**config.mk**
```make
export PLATFORM = sky130hd
export DESIGN_NAME = dc_adpcm_sched
export DESIGN_NICKNAME = d
export VERILOG_FILES = /design/src/rtl/dc_adpcm_sched.sv
export SDC_FILE = /design/constraint.sdc
export NUM_CORES = 1
export LEC_CHECK = 0
export CAP_MARGIN = 20
export CORE_UTILIZATION = 35
export DETAILED_ROUTE_END_ITERATION = 8
export GPL_TIMING_DRIVEN = 0
export SETUP_SLACK_MARGIN = 0.05
export SYNTH_ARGS = -nofsm -noshare
export SYNTH_HDL_FRONTEND = slang
export SYNTH_SLANG_ARGS = --single-unit
export TNS_END_PERCENT = 20
```
**constraint.sdc**
```tcl
create_clock -name clk -period 1.9 [get_ports clk]
set_input_delay 0.475 -clock clk [delete_from_list [all_inputs] [get_ports clk]]
set_output_delay 0.475 -clock clk [all_outputs]
set_load 0.01 [all_outputs]
```
**src/rtl/dc_adpcm_sched.sv**
```systemverilog
// rtl/dc_adpcm_sched.sv - line scheduler feeding FIFO words to the ADPCM decoder
module dc_adpcm_sched #(
    parameter int LINE_WORDS = 1280,
    parameter int KEY_INT    = 16,
    parameter int CW         = 11
) (
    input  logic        clk,
    input  logic        rst,
    input  logic        line_start,
    input  logic        dn_ready,
    input  logic        fifo_empty,
    input  logic [15:0] fifo_dout,
    input  logic        clr_err,
    output logic        fifo_rd,
    output logic        dc_en,
    output logic        dc_eo,
    output logic        dc_sel,
    output logic [15:0] dc_din,
    output logic        line_done,
    output logic        busy,
    output logic        err_under,
    output logic        err_sync
);

    localparam int KB = $clog2(KEY_INT);
    localparam logic [CW-1:0] LAST_IDX = CW'(LINE_WORDS - 1);

    localparam logic [0:0] S_IDLE = 1'b0;
    localparam logic [0:0] S_RUN  = 1'b1;

    logic [0:0]    state;
    logic [CW-1:0] wcnt;
    logic          run;
    logic          issue;
    logic          last;
    logic          under;

    // A word moves only when in RUN, downstream is ready and the FIFO has data.
    assign run     = (state == S_RUN);
    assign issue   = run & dn_ready & ~fifo_empty;
    assign last    = issue & (wcnt == LAST_IDX);
    assign under   = run & dn_ready & fifo_empty;
    assign fifo_rd = issue;
    assign busy    = run;

    // Output register: capture the FIFO head and its raw/differential marker on issue.
    always_ff @(posedge clk or posedge rst) begin
        if (rst) begin
            dc_din    <= '0;
            dc_eo     <= 1'b0;
            dc_en     <= 1'b0;
            dc_sel    <= 1'b0;
            line_done <= 1'b0;
        end else begin
            if (issue) begin
                dc_din <= fifo_dout;
                dc_eo  <= (wcnt[KB-1:0] != '0);
            end
            dc_en     <= issue;
            dc_sel    <= dc_eo;
            line_done <= last;
        end
    end

    // Line state and word counter; a line_start coinciding with the last word opens a fresh line.
    always_ff @(posedge clk or posedge rst) begin
        if (rst) begin
            state <= S_IDLE;
            wcnt  <= '0;
        end else if (!run) begin
            if (line_start) begin
                state <= S_RUN;
                wcnt  <= '0;
            end
        end else if (last) begin
            state <= line_start ? S_RUN : S_IDLE;
            wcnt  <= '0;
        end else if (line_start) begin
            wcnt  <= '0;
        end else if (issue) begin
            wcnt  <= wcnt + 1'b1;
        end
    end

    // Sticky error flags; clearing wins over a simultaneous set.
    always_ff @(posedge clk or posedge rst) begin
        if (rst) begin
            err_under <= 1'b0;
            err_sync  <= 1'b0;
        end else begin
            if (clr_err)
                err_under <= 1'b0;
            else if (under)
                err_under <= 1'b1;
            if (clr_err)
                err_sync <= 1'b0;
            else if (run & line_start & ~last)
                err_sync <= 1'b1;
        end
    end

endmodule

```
==> results.toml <==
[run_status]
outcome = "finished clean"

[clock_network]
cts_buffer_depth = 2
htreeDepth = 2
cts-hold-fix-buffers = 0
numCtsBuffers = 5
cts_tree = "built"
clkLatencyLatePin_ns = 0.29
clkSlewWorstSetupHoldPaths_ns = 0.06
cts.sinks = 34
cts_root_buf = "clkbuf_8"

[sta]
drv_slew = 0
period_needed_ns = 1.75
rsz0062_at_grt = "false"
period_share = 0.921
tightest_slew_ns = 0.617
maxSlewHeadroom = 0.588
hold_viol = 0
setup_violations = 0
fmax_mhz = 571
fin_skew_ns = 0.00884

[critical_path]
timing.critical_path.required_ns = 1.42
r2r_setup_slack_ns = 0.25
cp_max_fo = 11
r2r-end = "wcnt[10]"
rr_worst_depth = 5
timing.rr.start = "wcnt[1]"
cp.arrival_ns = 1.28
worstSetupEndpointType = "primary output"
crit_start = "fifo_empty"
crit_path_start_kind = "input port"
critical_path_class = "input port to primary output"

[floorplanning]
die_area_mm2 = 0.00451
dieWidth_um = 67.1
die_h_um = 67.1
rows = 23
core-area_mm2 = 0.00403
start_util = 0.369
ios = 46

[finish]
fin_nets = 229
synthToLayoutAreaGrowth_pct = 44.4
antenna_cells = 0
fillers = 378
drive_gt1_frac = 0.0922
layout.cells.non_filler = 256

[synthesis]
synth.ff_latch_count = 34
netlist.top_cell.by_area = "dfrtp_1"
yosysSeqAreaShare = 0.573
avgSynthCellArea_um2 = 9.90
ys.flop_type = "dfrtp_1"
syn-num-nets = 174
netlist_area_mm2 = 0.00149
synth_cells = 150
synth.distinct_cells = 30
synth_most_common_cell = "nand2_1"
synth_top_area_share = 0.573
ys_async_sr_fraction = 1.00
yosysWarnings = 0
synth_edf_count = 0
synthTopCellsByCount = "nand2_1 (53), dfrtp_1 (34), nor2_1 (11), xor2_1 (6)"
synth.area.top_cells = "dfrtp_1 (57%), nand2_1 (13%), xor2_1 (3.5%)"

[power_and_ir_drop]
power.leakage_uw = 0.000993
total_power_uw = 1670
max-vdd-ir-drop_v = 0.000538
cellPowerDensity_mw_per_mm2 = 776

[detailed_routing]
wl_per_cell_um = 13.2
drt-vias-per-instance = 4.76
drtIter0Drc = 28
dr.pass1.iters = 5
drc_errors = 0
drt-total-wl_um = 3370
vias = 1219
detail-route-antenna-nets = 0

[place]
dp_hpwl_um = 2420
place_inst = 246
globalplace.congestion = 0.767
numPortBuffers = 45

[job]
max_cap_violations = 0

[global_route]
grt_pass1_wl_um = 5600
grt_overflow = 0
gr-usage-all-layers = 0.168
grt_start_max_net_pins = 22
grt_pass1_vias = 1208
antenna_found_initial = 0

[hold_path]
min_to = "dc_sel"
min_from = "dc_eo"
hold_depth = 0
hp-class = "register to register"
layout make-up:
type                            count  area [µm²]  share of cell area
Sequential cell                    34         852               0.397
Multi-Input combinational cell    107         598               0.279
Timing Repair Buffer               48         485               0.226
Clock buffer                        6        82.6              0.0385
Tap cell                           50        62.6              0.0292
Inverter                            5        26.3              0.0123
Buffer                              4        25.0              0.0117
Clock inverter                      2        12.5             0.00583
worst max-delay path, cell delays in order:
cell           delay, ns
dlygate4sd2_1       0.26
nand3b_4            0.19
inv_8               0.06
clkbuf_8            0.15
buf_2               0.13
report_power, final:
group          switching (µW)  internal (µW)
logic                     127            168
registers                32.4            780
clock network             267            291
total                     427           1240
worst max-delay path by stage:
stage,to,slack [ns],depth (start not counted)
after floorplan,fifo_rd,0.29,3
after global placement,fifo_rd,-0.96,5
after detailed placement,fifo_rd,-1.02,5
after CTS,busy,0.07,1
after global routing,fifo_rd,0.1,5
final,fifo_rd,0.15,5
metrics by stage:
step           utilization  setup WS [ns]  TNS [ns]  area, µm²  hold WS, ns
3_5_place_dp         0.503          -1.02     -6.35       2030        0.417
6_report             0.532          0.149         0       2140        0.417
4_1_cts              0.532         0.0657         0       2140        0.432
2_1_floorplan            -          0.290         0       1490        0.435
5_1_grt              0.532         0.0960         0       2140        0.451
3_3_place_gp         0.496         -0.957     -8.47       2000        0.395
state kept, by name (all words and copies together) (netlist names):
name and cells:
dc_eo 1, err_under 1, busy 1, dc_sel 1, dc_din 16, err_sync 1, wcnt 11, line_done 1
dc_en 1
repair_timing:
action                     in CTS  in global routing
resized for setup              11                  1
buffers inserted                2                  0
setup endpoints to repair       5                  1
cells in the final DEF (no fill, tap or decap), types with 2 or more instances in the layout:
| cell | n |
|---|---|
| nand2_1 | 53 |
| clkdlybuf4s50_1 | 42 |
| dfrtp_1 | 33 |
| nor2_1 | 11 |
| clkbuf_8 | 7 |
| xor2_1 | 6 |
| inv_1 | 4 |
| nand3_1 | 4 |
| a21oi_1 | 4 |
| clkbuf_1 | 3 |
| a31oi_1 | 3 |
| and4_1 | 2 |
| or3_1 | 2 |
| and3_1 | 2 |
| o21ai_0 | 2 |
| o211ai_1 | 2 |
| ha_1 | 2 |
| dlygate4sd2_1 | 2 |
| buf_4 | 2 |
routing by layer:
metal,global-route usage,wire (µm),up-vias
li1,-,-,606
met1,0.219,1530,567
met2,0.274,1610,41
met3,0.0405,175,5
met4,0.0559,52,0
met5,0,0,-
kinds of logic (layout without fill, tap and decap cells):
family,count (synthesis),in the layout,synth area share
muxes,1,1,0.00674
buffers and inverters,9,65,0.0244
AOI/OAI and AO/OA,15,15,0.0750
adders and majority gates,2,2,0.0168
xor gates and xnor gates,6,6,0.0354
DFF,34,34,0.573
and+or+nand+nor,83,83,0.269
No activity file was read; power rests on OpenSTA's default activity.
